### src/rtl/mul_rs_sched_pkg.sv
// mul_rs_sched_pkg: shared sizing defaults for the multiplier reservation station
package mul_rs_sched_pkg;
  localparam int MULRS_ENTRIES = 4;
  localparam int MULRS_TAG_W = 6;
  localparam int MULRS_DATA_W = 32;
endpackage

### src/rtl/mul_rs_sched_age.sv
// age_matrix_sel: age matrix tracking allocation order, grants the oldest requester
module age_matrix_sel #(
  parameter int N = 4
) (
  input  logic         clk,
  input  logic         rst,
  input  logic [N-1:0] i_alloc,
  input  logic [N-1:0] i_free,
  input  logic [N-1:0] i_req,
  output logic [N-1:0] o_gnt
);
  // age_q[i][j] = 1 means entry i is older than entry j
  logic [N-1:0][N-1:0] age_q, age_d;
  always_comb begin
    age_d = age_q;
    for (int i = 0; i < N; i++)
      if (i_free[i]) age_d[i] = '0;
    for (int k = 0; k < N; k++)
      if (i_alloc[k]) begin
        age_d[k] = '0;
        for (int j = 0; j < N; j++)
          if (j != k) age_d[j][k] = 1'b1;
      end
    for (int i = 0; i < N; i++) begin
      o_gnt[i] = i_req[i];
      for (int j = 0; j < N; j++)
        if (j != i && i_req[j] && !age_q[i][j]) o_gnt[i] = 1'b0;
    end
  end
  always_ff @(posedge clk)
    if (rst) age_q <= '0;
    else age_q <= age_d;
endmodule

### src/rtl/mul_rs_sched.sv
// mul_rs_sched: reservation station and oldest-first issue scheduler for the multiplier
module mul_rs_sched
  import mul_rs_sched_pkg::*;
#(
  parameter int ENTRIES = MULRS_ENTRIES,
  parameter int TAG_W = MULRS_TAG_W,
  parameter int DATA_W = MULRS_DATA_W
) (
  input  logic              clk,
  input  logic              rst,
  input  logic              i_flush,
  input  logic              i_dp_vld,
  output logic              o_dp_rdy,
  input  logic [TAG_W-1:0]  i_dp_rob_tag,
  input  logic              i_dp_signed1,
  input  logic              i_dp_signed2,
  input  logic              i_dp_sel_high,
  input  logic              i_dp_src1_rdy,
  input  logic [DATA_W-1:0] i_dp_src1,
  input  logic              i_dp_src2_rdy,
  input  logic [DATA_W-1:0] i_dp_src2,
  input  logic              i_cdb_vld,
  input  logic [TAG_W-1:0]  i_cdb_tag,
  input  logic [DATA_W-1:0] i_cdb_data,
  input  logic              i_mul_accessable,
  output logic              o_is_vld,
  output logic              o_is_signed1,
  output logic              o_is_signed2,
  output logic              o_is_sel_high,
  output logic [DATA_W-1:0] o_is_src1,
  output logic [DATA_W-1:0] o_is_src2,
  input  logic              i_mul_exfin,
  output logic              o_wb_vld,
  output logic [TAG_W-1:0]  o_wb_rob_tag
);
  typedef struct packed {
    logic              valid;
    logic [TAG_W-1:0]  rob_tag;
    logic              signed1;
    logic              signed2;
    logic              sel_high;
    logic              src1_rdy;
    logic [DATA_W-1:0] src1;
    logic              src2_rdy;
    logic [DATA_W-1:0] src2;
  } ent_t;
  ent_t ent_q [ENTRIES];
  ent_t ent_d [ENTRIES];
  ent_t dp_ent;
  logic [ENTRIES-1:0] valid, req, gnt, alloc_oh, alloc_en, free_oh;
  logic dp_fire, sel_en, issue, byp1, byp2;
  logic [TAG_W-1:0] win_tag;
  logic win_s1, win_s2, win_sh;
  logic [DATA_W-1:0] win_src1, win_src2;
  logic is_vld_q, is_vld_d, is_s1_q, is_s1_d, is_s2_q, is_s2_d, is_sh_q, is_sh_d;
  logic [DATA_W-1:0] is_src1_q, is_src1_d, is_src2_q, is_src2_d;
  logic inflight_q, inflight_d, killed_q, killed_d;
  logic [TAG_W-1:0] wb_tag_q, wb_tag_d;
  always_comb begin
    for (int i = 0; i < ENTRIES; i++) begin
      valid[i] = ent_q[i].valid;
      req[i] = ent_q[i].valid & ent_q[i].src1_rdy & ent_q[i].src2_rdy;
    end
    alloc_oh = '0;
    for (int i = ENTRIES - 1; i >= 0; i--)
      if (!ent_q[i].valid) begin
        alloc_oh = '0;
        alloc_oh[i] = 1'b1;
      end
    o_dp_rdy = ~rst & ~&valid;
    dp_fire = i_dp_vld & o_dp_rdy & ~i_flush;
    alloc_en = {ENTRIES{dp_fire}} & alloc_oh;
    // the multiplier needs operands held through exfin, so never issue back-to-back
    sel_en = ~is_vld_q & i_mul_accessable & ~i_flush;
  end
  age_matrix_sel #(.N(ENTRIES)) u_age (
    .clk(clk),
    .rst(rst),
    .i_alloc(alloc_en),
    .i_free(free_oh),
    .i_req(req),
    .o_gnt(gnt)
  );
  always_comb begin
    issue = sel_en & |req;
    free_oh = i_flush ? valid : ({ENTRIES{issue}} & gnt);
    win_tag = '0;
    win_s1 = 1'b0;
    win_s2 = 1'b0;
    win_sh = 1'b0;
    win_src1 = '0;
    win_src2 = '0;
    for (int i = 0; i < ENTRIES; i++)
      if (gnt[i]) begin
        win_tag = ent_q[i].rob_tag;
        win_s1 = ent_q[i].signed1;
        win_s2 = ent_q[i].signed2;
        win_sh = ent_q[i].sel_high;
        win_src1 = ent_q[i].src1;
        win_src2 = ent_q[i].src2;
      end
    byp1 = ~i_dp_src1_rdy & i_cdb_vld & (i_dp_src1[TAG_W-1:0] == i_cdb_tag);
    byp2 = ~i_dp_src2_rdy & i_cdb_vld & (i_dp_src2[TAG_W-1:0] == i_cdb_tag);
    dp_ent.valid = 1'b1;
    dp_ent.rob_tag = i_dp_rob_tag;
    dp_ent.signed1 = i_dp_signed1;
    dp_ent.signed2 = i_dp_signed2;
    dp_ent.sel_high = i_dp_sel_high;
    dp_ent.src1_rdy = i_dp_src1_rdy | byp1;
    dp_ent.src1 = byp1 ? i_cdb_data : i_dp_src1;
    dp_ent.src2_rdy = i_dp_src2_rdy | byp2;
    dp_ent.src2 = byp2 ? i_cdb_data : i_dp_src2;
    for (int i = 0; i < ENTRIES; i++) begin
      ent_d[i] = ent_q[i];
      if (ent_q[i].valid & ~ent_q[i].src1_rdy & i_cdb_vld & (ent_q[i].src1[TAG_W-1:0] == i_cdb_tag)) begin
        ent_d[i].src1 = i_cdb_data;
        ent_d[i].src1_rdy = 1'b1;
      end
      if (ent_q[i].valid & ~ent_q[i].src2_rdy & i_cdb_vld & (ent_q[i].src2[TAG_W-1:0] == i_cdb_tag)) begin
        ent_d[i].src2 = i_cdb_data;
        ent_d[i].src2_rdy = 1'b1;
      end
      if (free_oh[i]) ent_d[i].valid = 1'b0;
      if (alloc_en[i]) ent_d[i] = dp_ent;
    end
    is_vld_d = issue;
    is_s1_d = issue ? win_s1 : is_s1_q;
    is_s2_d = issue ? win_s2 : is_s2_q;
    is_sh_d = issue ? win_sh : is_sh_q;
    is_src1_d = issue ? win_src1 : is_src1_q;
    is_src2_d = issue ? win_src2 : is_src2_q;
    wb_tag_d = issue ? win_tag : wb_tag_q;
    inflight_d = issue ? 1'b1 : (i_mul_exfin ? 1'b0 : inflight_q);
    // a flushed op still finishes in the multiplier; only its writeback is suppressed
    killed_d = issue ? 1'b0 : (i_flush ? 1'b1 : killed_q);
  end
  always_ff @(posedge clk)
    if (rst) begin
      ent_q <= '{default: '0};
      is_vld_q <= 1'b0;
      is_s1_q <= 1'b0;
      is_s2_q <= 1'b0;
      is_sh_q <= 1'b0;
      is_src1_q <= '0;
      is_src2_q <= '0;
      wb_tag_q <= '0;
      inflight_q <= 1'b0;
      killed_q <= 1'b0;
    end else begin
      ent_q <= ent_d;
      is_vld_q <= is_vld_d;
      is_s1_q <= is_s1_d;
      is_s2_q <= is_s2_d;
      is_sh_q <= is_sh_d;
      is_src1_q <= is_src1_d;
      is_src2_q <= is_src2_d;
      wb_tag_q <= wb_tag_d;
      inflight_q <= inflight_d;
      killed_q <= killed_d;
    end
  assign o_is_vld = is_vld_q;
  assign o_is_signed1 = is_s1_q;
  assign o_is_signed2 = is_s2_q;
  assign o_is_sel_high = is_sh_q;
  assign o_is_src1 = is_src1_q;
  assign o_is_src2 = is_src2_q;
  assign o_wb_vld = i_mul_exfin & inflight_q & ~killed_q;
  assign o_wb_rob_tag = wb_tag_q;
endmodule

### config.mk
export PLATFORM = sky130hd
export DESIGN_NAME = mul_rs_sched
export DESIGN_NICKNAME = d
export VERILOG_FILES = /design/src/rtl/mul_rs_sched_pkg.sv /design/src/rtl/mul_rs_sched_age.sv /design/src/rtl/mul_rs_sched.sv
export SDC_FILE = /design/constraint.sdc
export NUM_CORES = 1
export LEC_CHECK = 0
export BUFFER_PORTS_ARGS = -buffer_cell sky130_fd_sc_hd__buf_4
export CORE_MARGIN = 2
export CORE_UTILIZATION = 25
export CTS_BUF_LIST = sky130_fd_sc_hd__clkbuf_8 sky130_fd_sc_hd__clkbuf_16
export DETAILED_ROUTE_END_ITERATION = 8
export PLACE_DENSITY = 0.5
export SETUP_SLACK_MARGIN = 0.2
export SLEW_MARGIN = 5
export SYNTH_ARGS = -nofsm -noshare
export SYNTH_HDL_FRONTEND = slang
export SYNTH_SLANG_ARGS = --single-unit
### constraint.sdc
create_clock -name clk -period 2.4 [get_ports clk]
set_clock_uncertainty 0.15 [all_clocks]
set_input_delay 0.12 -clock clk [delete_from_list [all_inputs] [get_ports clk]]
set_output_delay 0.12 -clock clk [all_outputs]
set_load 0.05 [all_outputs]
Word-level counts from Yosys, hierarchy flattened --
Index checks and enable logic that the tools add are counted.
Operators by class: bitwise operators 62, muxes and demuxes 79, equal/unequal tests 10, reduce and logical (&&, ||, !) cells 56
Operator list (number):
- 2-to-1 mux 32 bit | 10
- 2-to-1 mux 76 bit | 4
- 2-to-1 mux 33 bit | 8
- == test 6 bit | 10
- AND 1 bit | 44
- 2-to-1 mux 1 bit | 41
- 2-to-1 mux 4 bit | 10
- nonzero test 2 bit | 19
- 2-to-1 mux 6 bit | 4
- nonzero test 3 bit | 6
- NOT 1 bit | 14
- zero test 1 bit | 13
- logical AND 1 bit | 12
- AND 4 bit | 2
- OR reduction 2 bit | 4
- 2-to-1 mux 5 bit | 1
- AND reduction 4 bit | 1
- OR reduction 4 bit | 1
- 2-to-1 mux 3 bit | 1
- bitwise OR 1 bit | 2
Word-level totals: bits of input ports 120, register bits 392

Longest topological paths before layout --
Gate-level depths: netlist of the first run.
depth after elaboration 12, mapped depth 9, depth with buffers taken out 5

Modules after synthesis --
Synthesis of the first run repeated with hierarchy kept, for this count alone.
Second synthesis, totals: cell total of the unflattened synthesis 2255, area total of the unflattened synthesis 18335.1 um^2
By module, submodules not included:
- mul_rs_sched | sequential area each 7607.3 um^2, area an instance 17797.1 um^2, instances 1, cells an instance 2197
- age_matrix_sel | sequential area each 240.2 um^2, area an instance 538.0 um^2, instances 1, cells an instance 58

Worst setup path before layout of the first run --
OpenSTA, ideal clock, no wires.
kind flip-flop to flip-flop, start point reg is_vld_q, in the netlist o_is_vld, end point reg is_s1_q, in the netlist o_is_signed1, arrival 1.893 ns, setup slack 0.230 ns, data required time 2.123 ns, stages on the path, launching flop included 8, period minus slack after synthesis 2.170 ns, path buffers 2, path through dfxtp_1 or3b_1 a41oi_1 nor2_1 clkbuf_1 clkbuf_1 nand2_1 o21ai_0
Between the ends: longest elaborated chain between the ends 4
Ends and longest elaborated chain:
- start, declared | line mul_rs_sched.sv:55 | logic is_vld_q, is_vld_d, is_s1_q, is_s1_d, is_s2_q, is_s2_d, is_sh_q, is_sh_d;
- start signal, assigned | line mul_rs_sched.sv:151 | is_vld_q <= is_vld_d;
- NOT 1 bit | line mul_rs_sched.sv:74 | sel_en = ~is_vld_q & i_mul_accessable & ~i_flush;
- AND 1 bit (2 in series) | line mul_rs_sched.sv:74
- AND 1 bit | line mul_rs_sched.sv:85 | issue = sel_en & |req;
- end signal, assigned | line mul_rs_sched.sv:152 | is_s1_q <= is_s1_d;
- end, declared | line mul_rs_sched.sv:55
Every way passes these cells. A chain may end at the register's enable or synchronous reset.

Worst setup path in the final report of the first run --
start point reg ent_q[227] (netlist bit), end point reg is_src2_q[1], in the netlist o_is_src2[1]
Between the ends: longest elaborated chain between the ends 10
Ends and longest elaborated chain:
- start, declared | line mul_rs_sched.sv:47 | ent_t ent_q [ENTRIES];
- start signal, assigned | line mul_rs_sched.sv:150 | ent_q <= ent_d;
- AND 1 bit * (2 in series) | line mul_rs_sched.sv:62 | req[i] = ent_q[i].valid & ent_q[i].src1_rdy & ent_q[i].src2_rdy;
- logical AND 1 bit | line mul_rs_sched_age.sv:27 | if (j != i && i_req[j] && !age_q[i][j]) o_gnt[i] = 1'b0;
- 2-to-1 mux 1 bit (3 in series) | line mul_rs_sched_age.sv:27
- 2-to-1 mux 32 bit (4 in series) | line mul_rs_sched.sv:94 | if (gnt[i]) begin
- end signal, assigned | line mul_rs_sched.sv:156 | is_src2_q <= is_src2_d;
- end, declared | line mul_rs_sched.sv:56 | logic [DATA_W-1:0] is_src1_q, is_src1_d, is_src2_q, is_src2_d;
Mark *: on every way between the ends. The rest lies on a longest branch, timed or not.

==> run_results.csv, run 1 <==
group,metric,value,unit
detailed_routing,ant_nets,0,
power,p_int,0.0108,W
outcome,run_status,"finished, violations left",
run,cap_violations,0,
yosys,synthCells,1859,
sta,final-max-slew-violation-count,0,
placement,place_area,20700,um^2
power,p_sw_share,23.9,%
placement,numPortBuffers,195,
power,pwr_density_cell,604,nW/um^2
clock_network,cts_tree,"done",
min_path,hold_class,"primary input to flop",
floorplan,ioPinCount,196,
clock_network,htree_levels,2,
clock_network,worstSkewPairLatency,0.56,ns
worst_setup_path,path_max_fanout,27,
floorplan,num_rows,96,
floorplan,core_area,68900,um^2
floorplan,die_area,72100,um^2
sta,finalHoldViolations,1,
power,power_frac_comb,7.2,%
yosys,synth_top_area_share,44.9,%
placement,gp_congestion,0.843,
layout,fill_cells,7037,
sta,fin_crit,2.20,ns
placement,hpwl,48600,um
sta,worstMarginPinSlew,0.985,ns
detailed_routing,route.vias.total,17000,
detailed_routing,drc,0,
detailed_routing,first_pass_iters,5,
clock_network,clock-sinks,392,
yosys,syn_area,17500,um^2
detailed_routing,routed_wirelength,77000,um
layout,final_util,34.1,%
yosys,yosysSeqAreaShare,44.9,%
yosys,synth_edf_count,0,
sta,holdWs,-0.0114,ns
sta,rsz0062_at_grt,"yes",
worst_setup_path,path_cells,"buf_4, and3_1, o2111a_2, nor2_4, buf_12, a221oi_1, o21ai_0",
global_route,antenna_found_initial,7,
power,p_seq_share,46.6,%
clock_network,cts_buffer_depth,3,
floorplan,fp.dieH,269,um
detailed_routing,wl_per_cell,25.1,um
layout,design_area,23500,um^2
layout,layout.cells.non_filler,3069,
worst_setup_path,crit_type,"flop to flop",
yosys,synthFlopType,"dfxtp_1",
clock_network,clk_pin_slew_worst_paths,0.06,ns
placement,place_inst,2873,
clock_network,numCtsBuffers,42,
clock_network,cts-root-buf,"clkbuf_16",
worst_setup_path,cp.required,2.66,ns
yosys,syn-num-nets,1979,
yosys,syn_avg_cell_area,9.41,um^2
worst_setup_path,max_stage_delay,0.40,ns
worst_setup_path,path_buf_inv,2,
yosys,synthTopCellsByCount,"dfxtp_1 (392), nand2_1 (186), clkbuf_1 (164)",
worst_setup_path,setup.worst_path.start_class,"flop",
global_route,grt_pass1_wl,112000,um
sta,slew_headroom,34.3,%
global_route,gr-total-overflow,0,
power,switchingPower,0.00339,W
yosys,yosys.cell_count.top_type,"dfxtp_1",
worst_setup_path,crit_path_end_kind,"flop",
power,clockPowerShare,46.2,%
yosys,synth_top_area_cell,"dfxtp_1",
power,vdd_ir_drop_max,0.000461,V
outcome,violations,"negative hold slack",
worst_setup_path,cp_top_family,"compound AO/OA/AOI/OAI gates",
yosys,ys_ff_latch,392,
floorplan,initial_core_util,25.4,%
sta,fmax,455,MHz
sta,final.setup.tns,0,ns
sta,timing.final.crit_share,91.5,%
worst_setup_path,arrival,2.46,ns
global_route,grt_max_degree,82,
yosys,synth_area_leaders,"dfxtp_1 (45%), o221a_2 (8.4%), o21a_1 (7.0%)",
layout,final_nets,2227,
worst_setup_path,crit_slowest_cell,"dfxtp_2",
floorplan,fp.dieW,269,um
layout,drive_above_1_share,26.3,%
power,p_leak,8.31,nW
global_route,grt.total_usage,20.6,%
detailed_routing,vias_per_cell,5.55,
yosys,async_reset_ff_share,0,%
sta,setup_violations,0,
yosys,yosys.cell_types.count,55,
detailed_routing,drt_iter0_markers,1263,
yosys,yosysWarnings,0,
global_route,first_global_vias,17200,
layout,synthToLayoutAreaGrowth,34.3,%
[layout by cell type, fill, tap and decap left out, types with 6 or more instances in the layout]
| cell type | instances |
|---|---|
| o31ai_1 | 7 |
| nand4b_1 | 9 |
| clkbuf_16 | 45 |
| xnor2_1 | 48 |
| a21o_1 | 7 |
| clkbuf_8 | 11 |
| nor4_1 | 6 |
| buf_4 | 257 |
| o21ai_2 | 10 |
| clkinv_2 | 6 |
| nand4_1 | 11 |
| o221a_2 | 131 |
| nand2_1 | 185 |
| a21oi_1 | 143 |
| nor3_1 | 7 |
| a22oi_1 | 65 |
| dlygate4sd3_1 | 109 |
| o21a_1 | 163 |
| xor2_1 | 12 |
| nand3_1 | 17 |
| o21ai_0 | 101 |
| buf_12 | 50 |
| o221ai_1 | 104 |
| dfxtp_1 | 389 |
| a21oi_4 | 7 |
| inv_1 | 42 |
| o221a_1 | 29 |
| and3_1 | 6 |
| nor2_1 | 12 |
| a221oi_1 | 70 |
[state kept, by name, indices dropped and copies added (netlist names), 6 cells and up]
signal and flops:
o_is_src1 32, ent_q 304, u_age.age_q 12, o_is_src2 32, o_wb_rob_tag 6
[worst reg2reg max path, cell delays in order (launching register included)]
cell and delay, ns:
dfxtp_2 0.40, buf_4 0.18, and3_1 0.20, o2111a_2 0.30, nor2_4 0.10, buf_12 0.19, a221oi_1 0.40, o21ai_0 0.15
[stage by stage]
stage               setup WS, ns  power [W]  hold slack, ns
detailed placement       0.00558    0.00759           0.254
global placement          0.0343    0.00758           0.247
finish                     0.203     0.0142         -0.0114
CTS                        0.184     0.0143          0.0176
floorplan                  0.230    0.00713           0.106
global route               0.142     0.0146         0.00459
[final cells by class]
| class | instances | area (um^2) | area share (%) |
|---|---|---|---|
| Inverter | 35 | 134 | 0.570 |
| Clock buffer | 54 | 1230 | 5.23 |
| Tap cell | 931 | 1160 | 4.96 |
| Antenna cell | 3 | 7.51 | 0.0320 |
| Sequential cell | 392 | 7850 | 33.4 |
| Multi-Input combinational cell | 1212 | 8820 | 37.5 |
| Clock inverter | 18 | 138 | 0.586 |
| Timing Repair Buffer | 424 | 4140 | 17.6 |
[final timing paths]
| path | start | to | slack [ns] | depth (start not counted) |
|---|---|---|---|---|
| max | ent_q[227] | o_is_src2[1] | 0.20 | 7 |
| min | i_dp_vld | ent_q[293] | -0.01 | 4 |
| max reg2reg | ent_q[227] | o_is_src2[1] | 0.20 | 7 |
| min reg2reg | u_age.age_q[7] | u_age.age_q[7] | 0.30 | 1 |
[power groups by stage]
stage / Sequential (W) / Clock [W] / Combinational (W)
floorplan: 0.00674 / 0 / 0.000394
global placement: 0.00675 / 0 / 0.000830
detailed placement: 0.00675 / 0 / 0.000844
CTS: 0.00660 / 0.00665 / 0.00102
global route: 0.00661 / 0.00685 / 0.00109
finish: 0.00661 / 0.00655 / 0.00103
[cells by family (layout without fill, tap and decap cells)]
family,after synthesis,count (layout),share of synthesized area (%)
buf+inv,256,531,6.17
simple gates,285,286,7.58
flops,392,392,44.9
xor+xnor,60,60,3.00
compound gates,866,866,38.4
other cells,0,3,0
[timing repair]
action                                 4_1_cts  5_1_grt
buffers inserted                             4        4
endpoints found under the hold margin      306        0
cloned                                       1        3
setup endpoints to repair                  169       97
hold buffers                               109        0
resized for setup                            9       21
pin swaps                                    2        4
[routing by layer]
| layer | GRT usage (%) | vias to the layer above | share of wire, % |
|---|---|---|---|
| li1 | - | 7663 | - |
| met1 | 26.7 | 8520 | 43 |
| met2 | 34.7 | 692 | 48 |
| met3 | 3.17 | 140 | 6.2 |
| met4 | 7.15 | 8 | 2.9 |
| met5 | 0 | - | 0.069 |
No activity file was read; power rests on OpenSTA's default activity.
==> run 2, diff against run 1 <==
--- a/config.mk
+++ b/config.mk
@@ -6,11 +6,11 @@
 export NUM_CORES = 1
 export LEC_CHECK = 0
 export BUFFER_PORTS_ARGS = -buffer_cell sky130_fd_sc_hd__buf_4
-export CORE_MARGIN = 2
-export CORE_UTILIZATION = 25
+export CORE_MARGIN = 5
+export CORE_UTILIZATION = 59
 export CTS_BUF_LIST = sky130_fd_sc_hd__clkbuf_8 sky130_fd_sc_hd__clkbuf_16
 export DETAILED_ROUTE_END_ITERATION = 8
-export PLACE_DENSITY = 0.5
+export PLACE_DENSITY = 0.89
 export SETUP_SLACK_MARGIN = 0.2
 export SLEW_MARGIN = 5
 export SYNTH_ARGS = -nofsm -noshare
==> run 2 against run 1 <==
Compared with the run above: highest routed layer is now met4; critical endpoint is now ent_q[131]; first-iteration DRC count grew to 2.7 times the previous value; routed wire length is 12% lower; final cell count fell by 18%; largest cell class unchanged; the flow now finishes without violations; power fell by 2.2%.
==> run_results.csv, run 2 (synthesis gave the netlist of run 1 again) <==
group,metric,value,unit
clock_network,worstSkewPairLatency,0.54,ns
worst_setup_path,path_depth,8,
power,switchingPower,0.00338,W
clock_network,cts_tree,"done",
detailed_routing,route.vias.total,18700,
sta,final.setup.tns,0,ns
layout,drive_above_1_share,26.1,%
detailed_routing,vias_per_cell,7.44,
worst_setup_path,arrival,2.59,ns
sta,rsz0062_at_grt,"yes",
global_route,grt_max_degree,74,
floorplan,initial_core_util,59.3,%
min_path,hold_path_depth,4,
layout,final_nets,2208,
detailed_routing,drc,0,
sta,slew_headroom,42.5,%
power,vdd_ir_drop_max,0.000590,V
floorplan,fp.dieH,182,um
power,power_frac_comb,7.3,%
global_route,antenna_found_initial,0,
detailed_routing,drt_iter0_markers,3463,
power,p_leak,8.10,nW
worst_setup_path,path_buf_inv,3,
placement,numPortBuffers,195,
layout,num_antenna_cells,0,
global_route,met3_usage,9.67,%
run,cap_violations,0,
power,clockPowerShare,45.0,%
detailed_routing,first_pass_iters,7,
worst_setup_path,crit_slowest_cell,"dlygate4sd3_1",
layout,final_common_cell,"dfxtp_1",
clock_network,numCtsBuffers,40,
clock_network,clock-sinks,392,
placement,gp_congestion,0.980,
floorplan,die_area,33200,um^2
worst_setup_path,cp.required,2.71,ns
layout,final_util,75.9,%
sta,fin_crit,2.28,ns
clock_network,clk_pin_slew_worst_paths,0.07,ns
sta,fmax,438,MHz
clock_network,cts_buffer_depth,3,
detailed_routing,wl_per_cell,27.0,um
floorplan,core_area,29500,um^2
layout,largest_register_ff_count,304,
floorplan,ioPinCount,196,
worst_setup_path,path_cells,"dlygate4sd3_1, buf_4, xnor2_1, nand3_1, o21ai_2, buf_6, o221a_1, o21a_1",
worst_setup_path,r2r_slack,0.18,ns
placement,hpwl,38900,um
layout,layout.cells.non_filler,2509,
sta,finalHoldViolations,0,
worst_setup_path,startpoint,"i_dp_src1[0]",
sta,holdWs,0.0150,ns
placement,place_inst,2317,
global_route,use_met2,59.3,%
sta,timing.final.crit_share,95.0,%
power,p_int,0.0105,W
worst_setup_path,cp-endpoint,"ent_q[131]",
layout,synthToLayoutAreaGrowth,27.9,%
power,p_sw_share,24.4,%
sta,worstMarginPinSlew,0.862,ns
worst_setup_path,worstReg2RegEnd,"o_is_src2[28]",
floorplan,fp.dieW,182,um
detailed_routing,routed_wirelength,67800,um
power,p_seq_share,47.7,%
detailed_routing,ant_nets,0,
clock_network,htree_levels,2,
sta,setup_violations,0,
layout,largest_register,"ent_q",
outcome,run_status,"complete, no violations",
global_route,grt_pass1_wl,102000,um
global_route,grt.total_usage,37.9,%
min_path,hold_class,"primary input to flop",
clock_network,cts-root-buf,"clkbuf_16",
global_route,busiest_layer,"met2",
worst_setup_path,cp_top_family,"buffers and inverters",
worst_setup_path,max_stage_delay,0.58,ns
worst_setup_path,crit_type,"primary input to flop",
global_route,first_global_vias,18500,
global_route,use_met1,46.9,%
sta,final-max-slew-violation-count,0,
worst_setup_path,crit_path_end_kind,"flop",
layout,final_cell_mix,"dfxtp_1 (387), buf_4 (257), nand2_1 (185)",
worst_setup_path,reg2reg_depth,7,
worst_setup_path,path_max_fanout,19,
global_route,gr-total-overflow,0,
power,pwr_density_cell,620,nW/um^2
worst_setup_path,reg2reg_from,"ent_q[227]",
worst_setup_path,setup.worst_path.start_class,"primary input",
floorplan,num_rows,63,
[run 2: cell types whose count changed in the layout (fill, tap and decap cells not counted), moves of 3 or more]
cell / before / now
diode_2: 3 / 0
a21oi_2: 2 / 7
a21oi_4: 7 / 0
clkinv_2: 6 / 10
o21ai_0: 101 / 98
clkinvlp_4: 0 / 6
buf_12: 50 / 31
o21ai_1: 4 / 7
clkbuf_16: 45 / 42
clkbuf_8: 11 / 3
[run 2: layout make-up]
| type | instances | area [um^2] |
|---|---|---|
| Clock buffer | 43 | 1040 |
| Clock inverter | 30 | 254 |
| Fill cell | 1793 | 7110 |
| Inverter | 35 | 134 |
| Multi-Input combinational cell | 1212 | 8800 |
| Sequential cell | 392 | 7860 |
| Tap cell | 390 | 488 |
| Timing Repair Buffer | 407 | 3800 |
[run 2: how the worst min path moves through the flow]
stage | from | endpoint | slack [ns]
2_1_floorplan | i_dp_sel_high | ent_q[142] | 0.11
3_3_place_gp | i_dp_rob_tag[2] | ent_q[147] | 0.25
3_5_place_dp | i_dp_rob_tag[2] | ent_q[147] | 0.25
4_1_cts | i_cdb_vld | ent_q[141] | 0.01
5_1_grt | i_dp_vld | ent_q[260] | 0.007
6_report | i_dp_vld | ent_q[260] | 0.02
[run 2: routing by layer]
layer  routed length (um)  share of wire [%]  vias to the layer above
met5                    0                  0                        -
met4                 4980                7.3                        0
met3                 9730                 14                      503
met2                30000                 44                     1849
met1                23100                 34                     8681
li1                     -                  -                     7626
[run 2: stage by stage]
stage | power, W | cell area (um^2) | setup WS, ns
6_report | 0.0139 | 22400 | 0.119
5_1_grt | 0.0141 | 22400 | 0.0288
4_1_cts | 0.0137 | 22200 | 0.166
3_5_place_dp | 0.00753 | 19700 | 0.0675
3_3_place_gp | 0.00751 | 19700 | 0.165
2_1_floorplan | 0.00713 | 17500 | 0.230
[run 2: timing repair]
item                                    in CTS  in global routing
endpoints found under the hold margin      316                  0
gates resized for setup                      3                 35
gates cloned                                 1                  2
endpoints found under the setup margin     145                183
pin swaps                                    1                  2
buffers inserted                             5                  1
hold buffers                               110                  0
[run 2: worst reg2reg max path, cell delays in order, from the launching register on]
cell,delay [ns]
dfxtp_2,0.44
buf_4,0.18
nand4b_1,0.21
o2111ai_4,0.23
nand2_4,0.14
clkbuf_16,0.29
a221oi_1,0.33
o21ai_0,0.14
[run 2: power groups by stage]
stage	combinational, W	sequential [W]	clock, W
2_1_floorplan	0.000394	0.00674	0
3_3_place_gp	0.000761	0.00675	0
3_5_place_dp	0.000783	0.00675	0
4_1_cts	0.000952	0.00661	0.00616
5_1_grt	0.00105	0.00661	0.00647
6_report	0.00102	0.00661	0.00624
